**src/rtl/dmem_pkg.sv**
```systemverilog
// Shared types and widths for the data-memory initiator and its helpers.
package dmem_pkg;

  localparam int ADDR_W  = 8;
  localparam int DATA_W  = 8;
  localparam int REG_W   = 3;
  localparam int TIMER_W = 8;

  typedef enum logic [1:0] {
    DM_IDLE,
    DM_REQ,
    DM_BUSY,
    DM_RESP
  } dm_state_t;

endpackage

```
**src/rtl/dmem_timer.sv**
```systemverilog
// Saturating cycle counter shared by the REQ and BUSY watchdogs.
module dmem_timer
  import dmem_pkg::*;
(
  input  logic               clk,
  input  logic               reset,
  input  logic               clear,
  input  logic [TIMER_W-1:0] limit,
  output logic               expired
);

  logic [TIMER_W-1:0] count;

  // NOTE: sequential state uses non-blocking assignments so every flop samples pre-edge values.
  always_ff @(posedge clk) begin
    if (reset || clear) begin
      count <= '0;
    end else if (count != '1) begin
      count <= count + 1'b1;
    end
  end

  // Expired in the cycle whose closing edge brings the count up to the limit.
  assign expired = ({1'b0, count} + 9'd1) >= {1'b0, limit};

endmodule

```
**src/rtl/dmem_initiator.sv**
```systemverilog
// CPU-side initiator for the 8-bit busy_wait data memory: issues one load or
// store per CU request, stalls the core while busy, returns load write-back.
module dmem_initiator
  import dmem_pkg::*;
#(
  parameter int START_TIMEOUT = 16,
  parameter int DONE_TIMEOUT  = 255
) (
  input  logic              clk,
  input  logic              reset,
  input  logic              req_valid,
  input  logic              req_write,
  input  logic [ADDR_W-1:0] req_addr,
  input  logic [DATA_W-1:0] req_wdata,
  input  logic [REG_W-1:0]  req_rd,
  output logic              stall,
  output logic              wb_valid,
  output logic [REG_W-1:0]  wb_addr,
  output logic [DATA_W-1:0] wb_data,
  output logic              err,
  output logic              mem_read,
  output logic              mem_write,
  output logic [ADDR_W-1:0] mem_addr,
  output logic [DATA_W-1:0] mem_wdata,
  input  logic              busy_wait,
  input  logic [DATA_W-1:0] mem_rdata
);

  localparam logic [TIMER_W-1:0] START_LIMIT = TIMER_W'(START_TIMEOUT);
  localparam logic [TIMER_W-1:0] DONE_LIMIT  = TIMER_W'(DONE_TIMEOUT);

  dm_state_t          state, state_next;
  logic               op_write;
  logic               accept, drop_strobes, capture, timeout;
  logic [TIMER_W-1:0] timer_limit;
  logic               timer_clear, timer_expired;

  always_ff @(posedge clk) begin
    if (reset) begin
      state <= DM_IDLE;
    end else begin
      state <= state_next;
    end
  end

  always_comb begin
    // NOTE: every output of this block gets a default first, so no path can infer a latch.
    state_next   = state;
    timer_limit  = START_LIMIT;
    accept       = 1'b0;
    drop_strobes = 1'b0;
    capture      = 1'b0;
    timeout      = 1'b0;
    case (state)
      DM_IDLE: begin
        // A high busy_wait here is a leftover access from before reset.
        if (req_valid && !busy_wait) begin
          accept     = 1'b1;
          state_next = DM_REQ;
        end
      end
      DM_REQ: begin
        if (busy_wait) begin
          drop_strobes = 1'b1;
          state_next   = DM_BUSY;
        end else if (timer_expired) begin
          drop_strobes = 1'b1;
          timeout      = 1'b1;
          state_next   = DM_IDLE;
        end
      end
      DM_BUSY: begin
        timer_limit = DONE_LIMIT;
        if (!busy_wait) begin
          capture    = !op_write;
          state_next = DM_RESP;
        end else if (timer_expired) begin
          timeout    = 1'b1;
          state_next = DM_IDLE;
        end
      end
      DM_RESP: state_next = DM_IDLE;
      default: state_next = DM_IDLE;
    endcase
  end

  // Restart the watchdog on every state entry and keep it parked while idle.
  assign timer_clear = (state == DM_IDLE) || (state_next != state);

  dmem_timer u_timer (
    .clk     (clk),
    .reset   (reset),
    .clear   (timer_clear),
    .limit   (timer_limit),
    .expired (timer_expired)
  );

  always_ff @(posedge clk) begin
    if (reset) begin
      mem_read  <= 1'b0;
      mem_write <= 1'b0;
      mem_addr  <= '0;
      mem_wdata <= '0;
      wb_addr   <= '0;
      wb_data   <= '0;
      op_write  <= 1'b0;
      err       <= 1'b0;
    end else begin
      err <= timeout;
      if (accept) begin
        mem_addr  <= req_addr;
        mem_wdata <= req_wdata;
        wb_addr   <= req_rd;
        op_write  <= req_write;
        mem_read  <= !req_write;
        mem_write <= req_write;
      end else if (drop_strobes) begin
        mem_read  <= 1'b0;
        mem_write <= 1'b0;
      end
      if (capture) begin
        wb_data <= mem_rdata;
      end
    end
  end

  assign wb_valid = (state == DM_RESP) && !op_write;
  assign stall    = (state != DM_IDLE) || req_valid;

endmodule

```
**config.mk**
```make
export PLATFORM = sky130hd
export DESIGN_NAME = dmem_initiator
export DESIGN_NICKNAME = d
export VERILOG_FILES = /design/src/rtl/dmem_pkg.sv /design/src/rtl/dmem_timer.sv /design/src/rtl/dmem_initiator.sv
export SDC_FILE = /design/constraint.sdc
export NUM_CORES = 1
export LEC_CHECK = 0
export ABC_CLOCK_PERIOD_IN_PS = 3200
export CORE_AREA = 2 2 71 73
export CTS_CLUSTER_DIAMETER = 30
export DETAILED_ROUTE_END_ITERATION = 7
export DIE_AREA = 0 0 73 75
export PLACE_DENSITY = 0.74
export SYNTH_ARGS = -nofsm -noshare
export SYNTH_HDL_FRONTEND = slang
export SYNTH_SLANG_ARGS = --single-unit
export TNS_END_PERCENT = 5
```
**constraint.sdc**
```tcl
create_clock -name clk -period 3.2 [get_ports clk]
set_input_delay 0.8 -clock clk [delete_from_list [all_inputs] [get_ports clk]]
set_output_delay 0.8 -clock clk [all_outputs]
set_load 0.02 [all_outputs]
```
==> results of run 1 <==
## path summary, 6_finish.rpt
| path | start | endpoint | slack, ps | cells after the start |
|---|---|---|---|---|
| worst min-delay path | mem_wdata[3]$_SDFFE_PP0P_ | mem_wdata[3]$_SDFFE_PP0P_ | 450 | 2 |
| worst max register to register | state[1]$_SDFF_PP0_ | state[1]$_SDFF_PP0_ | 570 | 7 |
| worst min register to register | mem_wdata[3]$_SDFFE_PP0P_ | mem_wdata[3]$_SDFFE_PP0P_ | 450 | 2 |
| worst max-delay path | req_valid | stall | 310 | 3 |
## cell type report
cell class                 instances  share of cell area [%]
inverter                           7                  0.8978
timing repair buffer              67                   22.57
clock inverter                     2                   1.283
tap                               54                   2.309
multi-input combinational        195                   42.07
sequential                        41                   28.05
clock buffer                       6                   2.822
## kinds of logic (layout without fill, tap and decap cells)
family	count (synthesis)	in the layout
buffers and inverters	18	82
AOI/OAI and AO/OA	55	55
muxes	15	15
and+or+nand+nor	105	105
adders and majority gates	13	13
DFF	41	41
xor gates and xnor gates	7	7
## cell usage in the layout, fill, tap and decap left out, drive strengths merged, types with 3 or more instances in the layout
cell / Yosys / layout
a21o: 3 / 3
a21oi: 25 / 25
buf: 3 / 4
clkbuf: 8 / 6
clkdlybuf4s50: 0 / 63
dfxtp: 41 / 41
ha: 13 / 13
inv: 7 / 7
mux2: 5 / 5
mux2i: 10 / 10
nand2: 46 / 46
nand2b: 5 / 5
nand3: 20 / 20
nor2: 18 / 18
nor2b: 4 / 4
o21ai: 13 / 13
xnor2: 3 / 3
xor2: 4 / 4
## registers in the layout, indices dropped and copies added (netlist names)
name,cells
err,1
state,2
wb_data,8
u_timer.count,8
mem_addr,8
mem_wdata,8
mem_read,1
mem_write,1
wb_addr,3
op_write,1
## stage by stage
| stage | hold slack, ps | setup WS (ps) | total power [mW] |
|---|---|---|---|
| final | 454.6 | 307.0 | 1.844 |
| after detailed placement | 446.1 | 304.1 | 1.417 |
| after global routing | 479.2 | 242.5 | 1.974 |
| after CTS | 457.3 | 301.5 | 1.855 |
| after floorplan | 461.3 | 906.8 | 1.156 |
| after global placement | 440.7 | 314.1 | 1.407 |
## worst max-delay path: cells and delay by family
family | cells | cell delay [ps]
simple gates | 1 | 130
buf+inv | 2 | 1160
## routing by layer
metal / routed length [µm] / track usage (%) / vias to the layer above / share of wire, %
li1: - / - / 1005 / -
met1: 2284 / 25.85 / 910 / 45
met2: 2426 / 30.93 / 45 / 48
met3: 260 / 5.355 / 7 / 5.2
met4: 66 / 6.790 / 0 / 1.3
met5: 0 / 0 / - / 0
## power by group through the flow
stage	combinational, mW	clock (mW)	sequential (mW)
after floorplan	0.466	0	0.690
after global placement	0.771	0	0.636
after detailed placement	0.780	0	0.637
after CTS	0.786	0.444	0.625
after global routing	0.869	0.468	0.636
final	0.783	0.436	0.625
## Yosys cell counts, types with 2 or more instances
library cell  instances
buf_2                 3
nand3b_1              2
nand3_1              20
nor3_1                2
nand2_1              45
nand4_1               2
nor2b_1               4
a21o_1                3
xor2_1                4
and4_1                2
ha_1                 13
o21ai_0               4
inv_1                 7
mux2_2                5
nor2_1               17
mux2i_1              10
nand2b_1              5
xnor2_1               3
dfxtp_1              41
a21oi_1              25
or3_1                 2
clkbuf_1              8
o21ai_1               9
o211ai_1              2
==> results by group, run 1 <==
STA
  – Final Cycle Share: 90.41%
  – Clk_skew: 4.184 ps
  – Final Max Tran Viols: 0
  – # setup viols final: 0
  – Slew HR: 53.61%
  – Final Hold Viols: 0
  – Slew @ Worst Pin: between 600 and 700 ps
  – Fin Setup TNS: 0 ps
  – Crit path time final: between 2000 and 3000 ps
  – RSZ-0062 raised after global routing: no
  – Peak Freq: 0.3457 GHz

Clock network
  – Clock Pin Slew Worst Setup and Hold Paths: 80 ps
  – H-tree level count: 2
  – PostCTS Resize Cnt: 0
  – CTS Buf Count: 5
  – TritonCTS clock tree: built
  – Cts-stage hold buffer count: 0
  – Post-CTS Setup Bufs: 0
  – Clock buffer depth: 2
  – Clock sink count: 41
  – Clock root buffer: clkbuf_8
  – Clk_lat worst skew: 290 ps

Route
  – DR vias/cell: 5.288
  – Average wire per standard cell: 13.54 µm
  – DRT Pass-1 Iters: 6
  – Initial drt markers: 79
  – Total routed wirelength: 5038 µm
  – # DRC: 0
  – ANT nets after route: 0
  – Via count: 1967

Yosys
  – Synth unique cells: 40
  – Mean Syn Cell Area: approximately 8.4 µm²
  – Async set-or-reset flop fraction in the synthesized netlist: 0%
  – Sequential share of the synthesized area: between 30% and 40%
  – Post-synth top area share: 38.66%
  – Adder and majority gate portion of the synthesized area: 7.661%
  – Post-synthesis compound-gate area fraction: between 10% and 20%
  – Post-synth EDFFs: 0
  – Mapped Area: 2123 µm²
  – Synthesized instance count: 254
  – Yosys warns: 0
  – Synth area leaders: dfxtp_1 (39%), nand2_1 (8.0%), ha_1 (7.7%), a21oi_1 (5.9%), mux2i_1 (4.7%)
  – Post-Synth XOR/XNOR Area: 2.887%
  – Largest area contributor in the netlist: dfxtp_1
  – Main combinational cell family by area after synthesis: simple AND/OR/NAND/NOR gates
  – Ys flop type: dfxtp_1
  – Yosys reg bits: a little over 40
  – Post-synthesis mux area share: 7.366%
  – Mapped Nets: 299
  – Post-synthesis simple-gate area fraction: between 20% and 30%

Global route
  – GR Overflow Total: 0
  – Largest net degree at the start of global routing: 35
  – Number of global-route vias before repair: approximately 1800
  – First-pass GRT wire length: ~8400 µm
  – Initial antenna violation count: 0
  – Gr usage total: 19.57%

Critical path
  – Crit path max fanout: 6
  – Crit-path cells: clkdlybuf4s50_1 -> nand2b_1 -> clkdlybuf4s50_1
  – Data arrival, critical path: 2090 ps
  – Crit end category: output port
  – Worst endpoint required time: 2400 ps
  – Setup CP Type: in2out
  – Most frequent CP cell: clkdlybuf4s50_1
  – CP max-delay cell: clkdlybuf4s50_1
  – Crit path launch type: primary input
  – CP max stage delay: about 600 ps

Floorplanning
  – Die Width: approximately 73 µm
  – Initial Utilization: 45.56%
  – Die H: roughly 75 µm
  – Die ar.: 5475 µm²
  – # rows: 25
  – Core ar.: about 4700 µm²
  – I/O pin count: 64

Pwr
  – Pwr Density: 629.9 nW/µm²
  – Internal power: 1.163 mW
  – Logic pwr share: 42.5%
  – Lkg Pwr: 1.098 nW
  – Sw Pwr: 0.6803 mW
  – Reg power frac: approximately a third
  – Max VDD drop: 0.3891 mV
  – Clk pwr share: 23.6%
  – Share of total power consumed by net switching: 36.90%

Run
  – Max cap viols: 0

Placed design
  – Placed insts: 364
  – DP HPWL: 3751 µm
  – Gpl congestion: 0.8455
  – Placed Area: 2806 µm²
  – Port bufs: 63

Status
  – Outcome: completed

Finish
  – Area Growth Syn to Fin: 37.83%
  – Post-route insts no fill: 372
  – Register cell area after layout: 820.8 µm²
  – Share of cells above drive strength 1: just over 7%
  – Layout Cell Area excl Fill: 2927 µm²
  – ANT cells: 0
  – Final-layout fill cell count: 403
  – Multi-input logic area: around 1200 µm²
  – Final core occ: 62.79%
  – Post-layout net count: 362

Hold path
  – Hold Path Class: reg2reg
Power figures use the tool's default switching activity.
==> run 2: changes to the inputs <==
--- a/config.mk
+++ b/config.mk
@@ -5,7 +5,7 @@
 export SDC_FILE = /design/constraint.sdc
 export NUM_CORES = 1
 export LEC_CHECK = 0
-export ABC_CLOCK_PERIOD_IN_PS = 3200
+export ABC_CLOCK_PERIOD_IN_PS = 3000
 export CORE_AREA = 2 2 71 73
 export CTS_CLUSTER_DIAMETER = 30
 export DETAILED_ROUTE_END_ITERATION = 7
==> constraint.sdc (replaced) <==
create_clock -name clk -period 3 [get_ports clk]
set_input_delay 0.75 -clock clk [delete_from_list [all_inputs] [get_ports clk]]
set_output_delay 0.75 -clock clk [all_outputs]
set_load 0.02 [all_outputs]
==> run 2 against run 1 <==
  * Critical path depth did not move
  * Register-to-register slack got worse by 80 ps
  * Hold slack barely moved
  * First-iteration DRC count rose by 25%
  * Die area did not move
  * Power rose by 1.3%
==> results by group, run 2 (synthesis results as in run 1) <==
STA
  – RSZ-0062 raised after global routing: no
  – Crit path time final: between 2000 and 3000 ps
  – Slew @ Worst Pin: 693.0 ps (+2.413 ps)
  – Slew HR: 53.44% (-0.16 points)
  – Final Hold Viols: 0 (unchanged)
  – Final Cycle Share: between 90% and 100%
  – Peak Freq: approximately 0.37 GHz
  – Clk_skew: 9.501 ps (+5.318 ps)
  – # setup viols final: 0 (unchanged)
  – Fin Hold WS: 454.4 ps (-0.2410 ps)
  – Final Max Tran Viols: 0 (unchanged)
  – Fin Setup TNS: 0 ps (unchanged)

Route
  – Via count: 1981 (+0.71%)
  – Average wire per standard cell: 13.99 µm (+3.3%)
  – ANT nets after route: 0 (unchanged)
  – DRT Pass-1 Iters: 4 (-2)
  – Total routed wirelength: 5232 µm (+3.9%)
  – # DRC: 0 (unchanged)
  – DR vias/cell: 5.297 (+0.17%)
  – Initial drt markers: 99 (+25%)

Finish
  – Area Growth Syn to Fin: 36.77%
  – Most common library cell in the layout ignoring fill and taps: clkdlybuf4s50_1
  – Register cell area after layout: 820.8 µm² (unchanged)
  – Post-layout net count: 364 (+0.55%)
  – Most frequent cells in the layout: clkdlybuf4s50_1 (63), nand2_1 (45), dfxtp_1 (41)
  – Share of cells above drive strength 1: 7.500% (+0.27 points)
  – Final-layout fill cell count: 415 (+3.0%)
  – ANT cells: 0 (unchanged)
  – Final core occ: 62.31% (-0.48 points)
  – Multi-input logic area: 1231 µm² (unchanged)

Floorplanning
  – Die H: 75 µm (unchanged)
  – I/O pin count: 64 (unchanged)
  – # rows: 25 (unchanged)
  – Die ar.: 5475 µm² (unchanged)
  – Initial Utilization: 45.56% (unchanged)
  – Core ar.: 4661 µm² (unchanged)
  – Die Width: 73 µm (unchanged)

Global route
  – Gr usage total: 19.14% (-0.43 points)
  – Number of global-route vias before repair: 1785 (-1.8%)
  – Largest net degree at the start of global routing: 35 (unchanged)
  – First-pass GRT wire length: 8211 µm (-2.1%)
  – Initial antenna violation count: 0 (unchanged)
  – GR Overflow Total: 0 (unchanged)

Clock network
  – Clock sink count: 41 (unchanged)
  – Post-CTS Setup Bufs: 0 (unchanged)
  – Cts-stage hold buffer count: 0 (unchanged)
  – Clk_lat worst skew: 290 ps (about the same)
  – Clock root buffer: clkbuf_8
  – CTS Buf Count: 5 (unchanged)
  – TritonCTS clock tree: built
  – Clock buffer depth: 2 (unchanged)
  – H-tree level count: 2 (unchanged)
  – PostCTS Resize Cnt: 0 (unchanged)
  – Clock Pin Slew Worst Setup and Hold Paths: 80 ps (about the same)

Placed design
  – DP HPWL: 3837 µm (+2.3%)
  – Gpl congestion: 0.8335 (-1.4%)
  – Port bufs: 63 (unchanged)

Pwr
  – Max VDD drop: 0.3377 mV (-13%)
  – Lkg Pwr: 1.096 nW (-0.21%)
  – Pwr Density: 643.0 nW/µm² (+2.1%)

Run
  – Max cap viols: 0 (unchanged)

Critical path
  – Worst endpoint required time: 2250 ps (-150 ps)
  – Crit path launch type: primary input
  – Data arrival, critical path: 1950 ps (-140 ps)
  – Crit end category: output port
  – Crit path max fanout: 2 (-4)
  – Setup CP Type: in2out

Status
  – Outcome: completed

Hold path
  – Hold Path Class: reg2reg
run 2: layout make-up:
cell class                 instances  share of cell area, %
clock buffer                       6                  2.499
clock inverter                     2                 0.3447
inverter                           7                 0.9048
multi-input combinational        195                  42.40
sequential                        41                  28.26
tap                               54                  2.327
timing repair buffer              69                  23.27
run 2: per-layer routing:
metal	vias up	track usage, %	routed length, µm
met4	0	6.379	57
met1	917	25.58	2292
li1	1013	-	-
met2	47	29.93	2605
met5	-	0	0
met3	4	5.355	276
run 2: worst paths after layout:
check / startpoint / endpoint / slack (ps) / depth (start not counted)
min: mem_wdata[1]$_SDFFE_PP0P_ / mem_wdata[1]$_SDFFE_PP0P_ / 450 / 2
max reg2reg: u_timer.count[0]$_SDFFE_PP0P_ / state[0]$_SDFF_PP0_ / 490 / 8
max: req_valid / stall / 300 / 3
min reg2reg: mem_wdata[1]$_SDFFE_PP0P_ / mem_wdata[1]$_SDFFE_PP0P_ / 450 / 2
run 2: critical path, cell delays in order:
cell,delay [ps]
clkdlybuf4s50_1,480
nand2b_1,110
clkdlybuf4s50_1,610
run 2: per-stage QoR:
step | cells | power, mW | instance area [µm²] | worst slack [ps]
2_1_floorplan | 254 | 1.233 | 2123 | 706.8
3_3_place_gp | 366 | 1.510 | 2821 | 340.5
3_5_place_dp | 366 | 1.524 | 2821 | 296.4
4_1_cts | 374 | 1.877 | 2904 | 291.6
5_1_grt | 374 | 1.994 | 2904 | 199.4
6_report | 374 | 1.867 | 2904 | 296.4
run 2: where the power goes:
| part | switching (mW) | internal [mW] | total [mW] |
|---|---|---|---|
| Clock | 0.187 | 0.161 | 0.349 |
| Combinational | 0.485 | 0.366 | 0.851 |
| Sequential | 0.0563 | 0.612 | 0.668 |
